File: src/rtl/if_id_buffer_pkg.sv
// Shared types and constants for the IF/ID decoupling buffer.
// A packet is the {pc, pc4, instr} triple that IF hands to ID.
package if_id_buffer_pkg;

    localparam logic [31:0] NOP_INSTR   = 32'h0000_0000;
    localparam int          IF_ID_DEPTH = 2;
    localparam int          IF_PKT_W    = 96;

    typedef struct packed {
        logic [31:0] pc;
        logic [31:0] pc4;
        logic [31:0] instr;
    } if_pkt_t;

    // Packet presented to ID while the buffer is empty.
    function automatic if_pkt_t empty_pkt();
        if_pkt_t p;
        p.pc    = 32'h0;
        p.pc4   = 32'h0;
        p.instr = NOP_INSTR;
        return p;
    endfunction

endpackage

File: src/rtl/if_id_buffer_if.sv
// Handshake bundle between IF, the IF/ID buffer and ID.
// The buffer takes the slave view; the surrounding pipeline takes the master view.
interface if_id_buffer_if #(
    parameter int PTR_W = 1
);
    logic              in_valid;
    logic [31:0]       in_pc;
    logic [31:0]       in_pc4;
    logic [31:0]       in_instr;
    logic              in_ready;
    logic              out_valid;
    logic              out_ready;
    logic [31:0]       out_pc;
    logic [31:0]       out_pc4;
    logic [31:0]       out_instr;
    logic              flush;
    logic [PTR_W:0]    count;

    modport slave (
        input  in_valid, in_pc, in_pc4, in_instr, out_ready, flush,
        output in_ready, out_valid, out_pc, out_pc4, out_instr, count
    );

    modport master (
        output in_valid, in_pc, in_pc4, in_instr, out_ready, flush,
        input  in_ready, out_valid, out_pc, out_pc4, out_instr, count
    );
endinterface

File: src/rtl/if_id_buffer_fifo_ctrl.sv
// Pointer and occupancy bookkeeping for a small power-of-two FIFO.
// Reusable by any decoupling buffer that keeps its own storage array.
module fifo_ctrl #(
    parameter int DEPTH = 2,
    parameter int PTR_W = $clog2(DEPTH)
) (
    input  logic             clk,
    input  logic             rst,
    input  logic             push,
    input  logic             pop,
    input  logic             flush,
    output logic [PTR_W-1:0] rd_ptr,
    output logic [PTR_W-1:0] wr_ptr,
    output logic [PTR_W:0]   count,
    output logic             full,
    output logic             empty
);
    logic push_ok;
    logic pop_ok;

    assign full    = (count == (PTR_W+1)'(DEPTH));
    assign empty   = (count == '0);
    // Guard here too so a careless caller can never over- or under-run the count.
    assign push_ok = push & ~full;
    assign pop_ok  = pop & ~empty;

    always_ff @(posedge clk) begin
        if (rst || flush) begin
            rd_ptr <= '0;
            wr_ptr <= '0;
            count  <= '0;
        end else begin
            if (push_ok) wr_ptr <= wr_ptr + PTR_W'(1);
            if (pop_ok)  rd_ptr <= rd_ptr + PTR_W'(1);
            if (push_ok && !pop_ok)
                count <= count + (PTR_W+1)'(1);
            else if (pop_ok && !push_ok)
                count <= count - (PTR_W+1)'(1);
        end
    end

    a_count_bound : assert property (@(posedge clk) disable iff (rst)
        count <= (PTR_W+1)'(DEPTH));

endmodule

File: src/rtl/if_id_buffer.sv
// IF/ID decoupling FIFO: buffers fetched packets, back-pressures the PC via
// in_ready, and drops everything in one cycle on a redirect flush.
module if_id_buffer
    import if_id_buffer_pkg::*;
#(
    parameter int DEPTH = IF_ID_DEPTH,
    parameter int PTR_W = $clog2(DEPTH)
) (
    input  logic           clk,
    input  logic           rst,
    if_id_buffer_if.slave  bus
);
    logic             push;
    logic             pop;
    logic             full;
    logic             empty;
    logic [PTR_W-1:0] rd_ptr;
    logic [PTR_W-1:0] wr_ptr;
    logic [PTR_W:0]   count;
    if_pkt_t          mem [DEPTH];
    if_pkt_t          head;
    if_pkt_t          in_pkt;

    // in_ready looks only at occupancy, so a full buffer never passes through.
    assign bus.in_ready  = ~full;
    assign bus.out_valid = ~empty;
    assign push = bus.in_valid & ~full & ~bus.flush;
    assign pop  = ~empty & bus.out_ready & ~bus.flush;

    fifo_ctrl #(
        .DEPTH (DEPTH),
        .PTR_W (PTR_W)
    ) u_ctrl (
        .clk    (clk),
        .rst    (rst),
        .push   (push),
        .pop    (pop),
        .flush  (bus.flush),
        .rd_ptr (rd_ptr),
        .wr_ptr (wr_ptr),
        .count  (count),
        .full   (full),
        .empty  (empty)
    );

    assign bus.count = count;

    always_comb begin
        in_pkt.pc    = bus.in_pc;
        in_pkt.pc4   = bus.in_pc4;
        in_pkt.instr = bus.in_instr;
    end

    // Storage carries data only; it is never reset.
    always_ff @(posedge clk) begin
        if (push) mem[wr_ptr] <= in_pkt;
    end

    always_comb begin
        head = empty_pkt();
        if (!empty) head = mem[rd_ptr];
    end

    assign bus.out_pc    = head.pc;
    assign bus.out_pc4   = head.pc4;
    assign bus.out_instr = head.instr;

endmodule
File: src/flat_wrapper.sv
// flat-port wrapper written by rule: the top's interface ports become plain ports
module if_id_buffer_flat import if_id_buffer_pkg::*;
#(
    parameter int DEPTH = IF_ID_DEPTH,
    parameter int PTR_W = $clog2(DEPTH)
)
  (clk, rst, bus_in_valid, bus_in_pc, bus_in_pc4, bus_in_instr, bus_out_ready, bus_flush, bus_in_ready, bus_out_valid, bus_out_pc, bus_out_pc4, bus_out_instr, bus_count);
  if_id_buffer_if #(.PTR_W(PTR_W)) bus_i ();
  input  logic clk;
  input  logic rst;
  input wire logic [$bits(bus_i.in_valid)-1:0] bus_in_valid;
  input wire logic [$bits(bus_i.in_pc)-1:0] bus_in_pc;
  input wire logic [$bits(bus_i.in_pc4)-1:0] bus_in_pc4;
  input wire logic [$bits(bus_i.in_instr)-1:0] bus_in_instr;
  input wire logic [$bits(bus_i.out_ready)-1:0] bus_out_ready;
  input wire logic [$bits(bus_i.flush)-1:0] bus_flush;
  output wire logic [$bits(bus_i.in_ready)-1:0] bus_in_ready;
  output wire logic [$bits(bus_i.out_valid)-1:0] bus_out_valid;
  output wire logic [$bits(bus_i.out_pc)-1:0] bus_out_pc;
  output wire logic [$bits(bus_i.out_pc4)-1:0] bus_out_pc4;
  output wire logic [$bits(bus_i.out_instr)-1:0] bus_out_instr;
  output wire logic [$bits(bus_i.count)-1:0] bus_count;
  assign bus_i.in_valid = bus_in_valid;
  assign bus_i.in_pc = bus_in_pc;
  assign bus_i.in_pc4 = bus_in_pc4;
  assign bus_i.in_instr = bus_in_instr;
  assign bus_i.out_ready = bus_out_ready;
  assign bus_i.flush = bus_flush;
  assign bus_in_ready = bus_i.in_ready;
  assign bus_out_valid = bus_i.out_valid;
  assign bus_out_pc = bus_i.out_pc;
  assign bus_out_pc4 = bus_i.out_pc4;
  assign bus_out_instr = bus_i.out_instr;
  assign bus_count = bus_i.count;
  if_id_buffer #(.DEPTH(DEPTH), .PTR_W(PTR_W)) u_core (.clk(clk), .rst(rst), .bus(bus_i));
endmodule
File: config.mk
export PLATFORM = sky130hd
export DESIGN_NAME = if_id_buffer_flat
export DESIGN_NICKNAME = d
export VERILOG_FILES = /design/src/rtl/if_id_buffer_pkg.sv /design/src/rtl/if_id_buffer_if.sv /design/src/rtl/if_id_buffer_fifo_ctrl.sv /design/src/rtl/if_id_buffer.sv /design/src/flat_wrapper.sv
export SDC_FILE = /design/constraint.sdc
export NUM_CORES = 1
export LEC_CHECK = 0
export ABC_AREA = 1
export CAP_MARGIN = 30
export CORE_AREA = 2 2 187 116
export DETAILED_ROUTE_END_ITERATION = 12
export DIE_AREA = 0 0 189 118
export PLACE_DENSITY = 0.65
export SETUP_SLACK_MARGIN = 0.5
export SKIP_CTS_REPAIR_TIMING = 1
export SYNTH_ARGS = -nofsm -noshare
export SYNTH_HDL_FRONTEND = slang
export SYNTH_SLANG_ARGS = --single-unit
File: constraint.sdc
create_clock -name clk -period 12.7 [get_ports clk]
set_input_delay 3.175 -clock clk [delete_from_list [all_inputs] [get_ports clk]]
set_output_delay 3.175 -clock clk [all_outputs]
set_load 0.005 [all_outputs]
==> impl_metrics.csv, run 1 <==
group,metric,value,unit
routing,via_per_inst,4.54,
final_layout,final_util,0.500,
final_layout,nFillCells,1763,
cts,cts_tree,"built",
power,power.leakage,3.53,nW
logic_synthesis,ys_types,19,
routing,first_pass_iters,5,
final_layout,areaGrowthSynthToFinish,37.7,%
final_layout,layout-drive-gt1-share,0.0603,
final_layout,instances_no_fill,1042,
placement,hpwl,10300,µm
worst_setup_path,crit_path_top_delay_cell,"dfxtp_4",
logic_synthesis,yosys_warnings,0,
global_route,gr-usage-met1,0.220,
final_layout,stdcell_area,0.0103,mm²
logic_synthesis,ys_top_cells_by_count,"202 x nand2_1, 192 x edfxtp_1, 96 x a21oi_1",
timing,finClkSkew,9.51,ps
global_route,grtUsageMet3,0.0462,
floorplan,die_area,0.0223,mm²
power,p_total,0.00137,W
placement,numPortBuffers,200,
power,cellPowerDensity,134,mW/mm²
timing,tightest_slew,798,ps
logic_synthesis,syn_avg_cell_area,13.5,µm²
cts,clock-root-buffer,"clkbuf_16",
logic_synthesis,synth_compound_area_frac,0.0643,
floorplan,initial_core_util,0.363,
routing,wirelength,16500,µm
cts,cts.clk_slew.worst_paths,70,ps
cts,cts_num_sinks,197,
timing,rsz0062_at_grt,"no",
outcome,status,"completed",
final_layout,insertedDiodeCount,0,
global_route,grt_pass1_wl,25600,µm
floorplan,row_count,41,
logic_synthesis,synth.area.top_cells,"edfxtp_1 77%, nand2_1 10%, a21oi_1 6.4%, buf_6 1.7%, dfxtp_1 1.3%",
timing,post-route-period-util,0.494,
worst_setup_path,worstPathRequired,9520,ps
global_route,grt_pass1_vias,4596,
timing,slew_headroom,0.468,
global_route,grt_most_used_layer,"met1",
logic_synthesis,synthAdderAreaFrac,0.00167,
logic_synthesis,yosysSeqAreaShare,0.785,
timing,fmax,159,MHz
logic_synthesis,synth_largest_area_cell,"edfxtp_1",
placement,gp_congestion,0.744,
logic_synthesis,synth_nets,655,
worst_setup_path,path_max_fanout,54,
logic_synthesis,synth_top_area_share,0.772,
job,max_cap_viol_count,0,
timing,fin_setup_tns,0,ps
worst_setup_path,critical_path.startpoint_type,"register",
placement,place_inst,1010,
worst_setup_path,cp.arrival,3100,ps
logic_synthesis,synth_top_family_by_area,"simple AND/OR/NAND/NOR gates",
global_route,use_met2,0.217,
floorplan,die_y,118,µm
worst_setup_path,crit_chain,"buf_4 > clkinv_2 > buf_4 > buf_12 > nand2_1 > a21oi_1 > clkdlybuf4s50_1",
worst_hold_path,min_path_type,"reg -> reg",
logic_synthesis,synth_cells,553,
cts,cts_max_level,4,
timing,drv_slew,0,
power,ir_drop,0.0827,mV
floorplan,fp.coreArea,0.0206,mm²
logic_synthesis,synth_top_flop_cell,"edfxtp_1",
final_layout,nNetsFinal,852,
worst_setup_path,critPathCaptureType,"output pin",
timing,hold_viol_final,0,
timing,setup_viol,0,
routing,drc,0,
floorplan,io_pins,201,
global_route,antenna_found_initial,0,
logic_synthesis,synthesis.area,0.00747,mm²
routing,antenna_left,0,
routing,vias,4726,
global_route,grt-ovfl-total,0,
placement,placed_area,0.00971,mm²
global_route,grt_max_degree,59,
routing,drtIter0Drc,353,
global_route,grt_usage,0.150,
routing,detail_route.wl_per_cell,15.9,µm
logic_synthesis,synth-edff-count,192,
logic_synthesis,yosys.cell_count.top_type,"nand2_1",
cts,cts_made_buffers,17,
cts,cts_max_path_buffers,2,
logic_synthesis,yosys.area_share.simple,0.111,
logic_synthesis,synth_mux_area_frac,0,
timing,period_needed,6280,ps
worst_setup_path,worstSetupPathType,"reg -> out",
logic_synthesis,synth-xor-area-share,0.00117,
cts,clk_latency,420,ps
worst_setup_path,worst_path_most_repeated_cell,"buf_4",
worst_setup_path,cp_slowest_stage_delay,750,ps
logic_synthesis,synth_seq_cells,197,
logic_synthesis,async_flop_share,0,
floorplan,fp.dieW,189,µm
==> cells by family (layout without fill, tap and decap cells) <==
family	count (synthesis)	count (layout)
buffers and inverters	42	252
adders and majority gates	1	1
and+or+nand+nor	216	216
xor gates and xnor gates	1	1
DFF	197	197
AOI/OAI and AO/OA	96	96
==> report_power, final <==
group          total (W)  internal [W]  switching [W]
Sequential      0.000739      0.000733     0.00000557
Combinational   0.000117     0.0000650      0.0000520
Clock           0.000519      0.000277       0.000242
==> worst paths after layout <==
path	start	endpoint	slack (ps)	cells past startpoint
setup reg to reg	u_core.u_ctrl.count[0]	u_core.mem[0][85]	10220	6
setup / recovery	register	bus_out_pc4[2]	6420	7
hold reg to reg	u_core.u_ctrl.rd_ptr	u_core.u_ctrl.rd_ptr	510	2
hold / removal	u_core.u_ctrl.rd_ptr	u_core.u_ctrl.rd_ptr	510	2
==> through the flow <==
stage	setup WS (ps)	hold WS [ps]
floorplan	4770	467
CTS	6340	509
finish	6420	505
detailed placement	6830	489
global placement	6670	482
global route	6180	569
==> flip-flops by register name, summed over array words and instances, names as in the netlist, named ones only <==
register / cells
u_core.mem: 192
u_core.u_ctrl.count: 2
u_core.u_ctrl.rd_ptr: 1
u_core.u_ctrl.wr_ptr: 1
==> layout make-up <==
class	instances	area (µm²)	area share
clock inverters	14	143	0.0139
clock buffers	18	429	0.0417
repair buffers	209	2110	0.205
multi-input cells	314	1350	0.131
well taps	279	349	0.0339
inverters	11	42.5	0.00414
flip-flops and latches	197	5870	0.571
==> routing by layer <==
metal	vias up	wire (µm)
li1	2330	-
met3	11	1180
met1	2215	8120
met5	-	0
met4	0	109
met2	170	7100
==> placed cells by master (no fill, tap or decap), drive strengths merged <==
master and n:
inv 15, nand4 1, nand3 2, nor3 1, nor2 10, ha 1, clkdlybuf4s50 200, dfxtp 5
buf 9, clkinv 7, edfxtp 192, clkinvlp 2, bufinv 1, a21oi 96, xor2 1, nand2 202
clkbuf 18
==> worst max-delay path: cells and delay by family, from the launching register on <==
family | cells | cell delay (ps)
compound gates | 1 | 90
buf+inv | 5 | 1660
simple gates | 1 | 90
flops | 1 | 750
Note: power is estimated with default switching activity, not from simulation.
==> run 2, diff against run 1 <==
Clock period 12.7 ns to 6.5 ns, I/O delays scaled along.
==> run 2 against run 1 <==
Against the previous run:
- via count is 0.99% higher
- critical endpoint is now bus_out_pc4[31]
- utilization fell by 0.43 points
- cell count fell by 0.19%
- sequential share of layout area increased by 0.50 points
- sequential cell count unchanged
- final area fell by 0.86%
- critical path type unchanged
==> impl_metrics.csv, run 2 (synthesis results as in run 1) <==
group,metric,value,unit
cts,clock-root-buffer,"clkbuf_16",
placement,gp_congestion,0.727,
floorplan,fp.dieW,189,µm
final_layout,regMostFlops,"u_core.mem",
final_layout,insertedDiodeCount,0,
final_layout,reg.largest.list,"u_core.mem x192, u_core.u_ctrl.count x2",
final_layout,largest_reg_flops,192,
floorplan,io_pins,201,
final_layout,instances_no_fill,1040,
placement,place_inst,1010,
worst_setup_path,crit_end,"bus_out_pc4[31]",
routing,vias,4773,
global_route,grt_usage,0.155,
power,p_total,0.00262,W
worst_setup_path,path_depth,4,
worst_setup_path,worstPathRequired,4880,ps
timing,post-route-period-util,0.665,
routing,detail_route.wl_per_cell,16.4,µm
worst_hold_path,hold_depth,2,
worst_setup_path,r2r-end,"u_core.mem[0][32]",
power,ir_drop,0.159,mV
final_layout,nNetsFinal,852,
final_layout,layout-drive-gt1-share,0.0526,
global_route,grt_pass1_vias,4533,
cts,cts_max_path_buffers,2,
global_route,grt-ovfl-total,0,
floorplan,die_area,0.0223,mm²
routing,antenna_left,0,
cts,cts.clk_slew.worst_paths,60,ps
timing,fmax,231,MHz
global_route,grt_pass1_wl,26100,µm
timing,tightest_slew,702,ps
worst_setup_path,r2r_slack,4260,ps
worst_setup_path,worstSetupPathType,"reg -> out",
timing,setup_viol,0,
worst_setup_path,crit_chain,"buf_4 > nand2_1 > a21oi_1 > clkdlybuf4s50_1",
final_layout,mostFrequentLayoutCells,"202 x nand2_1, 200 x clkdlybuf4s50_1, 192 x edfxtp_1",
routing,via_per_inst,4.59,
power,cellPowerDensity,257,mW/mm²
floorplan,row_count,41,
timing,drv_slew,0,
floorplan,die_y,118,µm
global_route,grt_max_degree,62,
outcome,status,"completed",
worst_setup_path,crit_path_top_delay_cell,"dfxtp_4",
timing,hold_viol_final,0,
worst_setup_path,cp_slowest_stage_delay,800,ps
global_route,antenna_found_initial,0,
timing,period_needed,4320,ps
routing,drc,0,
routing,first_pass_iters,4,
floorplan,fp.coreArea,0.0206,mm²
timing,rsz0062_at_grt,"no",
routing,wirelength,17000,µm
worst_setup_path,cp.arrival,2690,ps
worst_setup_path,critPathCaptureType,"output pin",
cts,cts_tree,"built",
final_layout,areaGrowthSynthToFinish,36.5,%
cts,cts_max_level,4,
job,max_cap_viol_count,0,
worst_hold_path,hp-start,"u_core.u_ctrl.rd_ptr",
power,power.leakage,3.49,nW
routing,drtIter0Drc,383,
placement,numPortBuffers,200,
cts,clk_latency,430,ps
worst_setup_path,path_buf_inv,2,
placement,hpwl,10700,µm
worst_hold_path,min_path_type,"reg -> reg",
worst_setup_path,path_max_fanout,61,
worst_setup_path,crit_family,"buffers and inverters",
final_layout,mostFrequentLayoutCell,"nand2_1",
worst_setup_path,critical_path.startpoint_type,"register",
floorplan,initial_core_util,0.363,
timing,finClkSkew,7.62,ps
worst_setup_path,ff2ff_path_depth,5,
worst_setup_path,r2r_start,"u_core.u_ctrl.count[0]",
cts,cts_made_buffers,17,
timing,slew_headroom,0.532,
cts,cts_num_sinks,197,
timing,fin_setup_tns,0,ps
run 2: cell types whose count changed in the layout (fill, tap and decap cells not counted), moves of 2 or more:
cell | previous run | this run
inv_8 | 4 | 0
buf_12 | 3 | 0
buf_4 | 6 | 9
clkinv_4 | 4 | 2
clkinv_1 | 1 | 5
run 2: metrics by stage:
stage	hold slack, ps	area (µm²)	setup WS (ps)	utilization
floorplan	467	7480	1740	-
global placement	477	9680	2620	0.470
detailed placement	490	9680	2630	0.470
CTS	506	10200	2150	0.496
global route	535	10200	2020	0.496
finish	502	10200	2180	0.496
run 2: layout make-up:
cell class	count	area, µm²
Fill cell	1774	10400
Sequential cell	197	5870
Timing Repair Buffer	209	2070
Multi-Input combinational cell	314	1350
Inverter	11	42.5
Clock inverter	12	91.3
Clock buffer	18	429
Tap cell	279	349
run 2: power breakdown:
group | total (W) | internal [W] | switching [W]
sequential | 0.00145 | 0.00143 | 0.0000114
combinational | 0.000225 | 0.000124 | 0.000100
clock | 0.000951 | 0.000516 | 0.000435
total | 0.00262 | 0.00207 | 0.000547
run 2: tightest hold or removal path: stages, from the launching register on:
cell and delay [ps]:
dfxtp_1 330, nor2_1 50, nor2_1 90
run 2: metal layers:
metal / global-route usage / routed length [µm] / vias to the layer above
met5: 0 / 0 / -
met4: 0.0483 / 179 / 0
met3: 0.0483 / 1260 / 16
met2: 0.204 / 6970 / 177
met1: 0.241 / 8610 / 2246
li1: - / - / 2334
run 2: how the worst min path moves through the flow:
stage / to / slack [ps]
floorplan: register / 470
global placement: register / 480
detailed placement: u_core.u_ctrl.rd_ptr / 490
CTS: u_core.u_ctrl.rd_ptr / 510
global route: u_core.u_ctrl.rd_ptr / 530
finish: register / 500
==> run 3, diff against run 2 <==
Clock period 6.5 ns to 4.3 ns, I/O delays scaled along.
==> run 3 against run 2 <==
Against the previous run:
- global-route usage fell by 0.41 points
- sequential power increased by 50%
- utilization up 0.59 points
- worst setup slack got worse by 1300 ps
- hold slack got worse by 2.6 ps
- first-iteration DRC count shrank 31%
- register-to-register slack lost 2000 ps
- clock power up 68%
- combinational power increased by 53%
==> impl_metrics.csv, run 3 (synthesis results as in run 1) <==
group,metric,value,unit
power,intPower,0.00327,W
placement,pre_cts_ws,1040,ps
cts,clock-root-buffer,"clkbuf_16",
power,cellPowerDensity,400,mW/mm²
cts,cts_tree,"built",
timing,period_needed,3440,ps
final_layout,insertedDiodeCount,0,
worst_setup_path,r2r_slack,2280,ps
worst_setup_path,ff2ff_path_depth,5,
worst_hold_path,hold_depth,2,
timing,slew_headroom,0.519,
power,swShare,0.208,
timing,drv_slew,0,
timing,hold_viol_final,0,
routing,first_pass_iters,4,
timing,post-route-period-util,0.801,
worst_setup_path,worstSetupPathType,"reg -> out",
cts,cts_max_path_buffers,2,
floorplan,initial_core_util,0.363,
global_route,grt_pass1_wl,25800,µm
power,pwr-share-seq,0.529,
worst_setup_path,cp.arrival,2370,ps
worst_setup_path,r2r-end,"u_core.mem[1][18]",
routing,antenna_left,0,
final_layout,layout-drive-gt1-share,0.0577,
worst_hold_path,min_path_type,"reg -> reg",
floorplan,fp.dieW,189,µm
placement,numPortBuffers,200,
worst_setup_path,critPathCaptureType,"output pin",
cts,cts.clk_slew.worst_paths,70,ps
worst_hold_path,hp-start,"u_core.u_ctrl.rd_ptr",
global_route,antenna_found_initial,0,
final_layout,nNetsFinal,852,
worst_setup_path,path_max_fanout,36,
placement,hpwl,10100,µm
final_layout,final_util,0.502,
floorplan,io_pins,201,
worst_setup_path,critical_path.startpoint_type,"register",
final_layout,mostFrequentLayoutCell,"nand2_1",
global_route,grt_pass1_vias,4577,
timing,setup_viol,0,
job,max_cap_viol_count,0,
cts,cts_num_sinks,197,
worst_hold_path,min_to,"u_core.u_ctrl.rd_ptr",
final_layout,mostFrequentLayoutCells,"202 x nand2_1, 200 x clkdlybuf4s50_1, 192 x edfxtp_1",
placement,gp_congestion,0.711,
routing,drc,0,
timing,fmax,290,MHz
floorplan,row_count,41,
power,p_switching,0.000856,W
cts,clk_latency,430,ps
timing,setup_slack,856,ps
final_layout,reg.largest.list,"u_core.mem x192, u_core.u_ctrl.count x2",
floorplan,fp.coreArea,0.0206,mm²
outcome,status,"completed",
final_layout,largest_reg_flops,192,
global_route,grt_usage,0.151,
power,power.leakage,3.53,nW
timing,fin_setup_tns,0,ps
cts,cts_max_level,4,
timing,tightest_slew,722,ps
power,p_comb_frac,0.083,
worst_setup_path,r2r_start,"u_core.u_ctrl.count[0]",
routing,detail_route.wl_per_cell,16.4,µm
routing,vias,4807,
routing,via_per_inst,4.61,
final_layout,areaGrowthSynthToFinish,38.1,%
routing,drtIter0Drc,264,
power,ir_drop,0.245,mV
routing,wirelength,17100,µm
floorplan,die_area,0.0223,mm²
power,clockPowerShare,0.388,
cts,cts_made_buffers,17,
global_route,grt-ovfl-total,0,
global_route,grt_max_degree,97,
floorplan,die_y,118,µm
final_layout,regMostFlops,"u_core.mem",
timing,finClkSkew,7.02,ps
worst_setup_path,worstPathRequired,3220,ps
timing,rsz0062_at_grt,"no",
==> run 3: changes by cell type in the layout (fill, tap and decap cells not counted), sizes merged <==
cell and delta:
clkinv -5, bufinv +2, clkinvlp +2, inv +2
clkbuf +1
==> run 3: area by class of cell <==
class / instances / area, µm²
Inverter: 11 / 42.5
Timing Repair Buffer: 209 / 2120
Clock buffer: 19 / 433
Multi-Input combinational cell: 314 / 1350
Fill cell: 1778 / 10300
Clock inverter: 13 / 155
Tap cell: 279 / 349
Sequential cell: 197 / 5870
==> run 3: worst max path at each step <==
| stage | from | to | slack, ps | cells after the start |
|---|---|---|---|---|
| after detailed placement | register | bus_out_instr[28] | 1040 | 4 |
| final | register | bus_out_instr[24] | 860 | 4 |
| after global placement | register | bus_out_pc4[0] | 1040 | 5 |
| after CTS | register | bus_out_instr[24] | 530 | 4 |
| after global routing | register | bus_out_instr[24] | 660 | 4 |
| after floorplan | bus_flush | u_core.mem[1][0] | 90 | 3 |
==> run 3: power groups by stage <==
stage          combinational, W  sequential (W)  clock, W
2_1_floorplan          0.000120         0.00223         0
3_3_place_gp           0.000340         0.00223         0
3_5_place_dp           0.000342         0.00223         0
4_1_cts                0.000345         0.00218   0.00164
5_1_grt                0.000374         0.00219   0.00172
6_report               0.000344         0.00218   0.00160
==> run 3: layer usage <==
layer	vias up	track usage	part of all wire
met5	-	0	0
met4	0	0.0469	0.011
met3	14	0.0641	0.086
met2	152	0.212	0.42
met1	2317	0.212	0.48
li1	2324	-	-
==> run 3: critical path, cell delays in order (launching register included) <==
cell and delay, ps:
dfxtp_4 630, buf_4 450, nand2_1 100, a21oi_1 190, clkdlybuf4s50_1 570
==> run 3: through the flow <==
stage               power [W]  cell area, µm²  cells  hold slack (ps)
floorplan             0.00235            7480    553              467
global placement      0.00257            9710   1009              477
detailed placement    0.00257            9710   1009              487
CTS                   0.00417           10300   1041              502
global route          0.00428           10300   1042              552
finish                0.00413           10300   1042              499
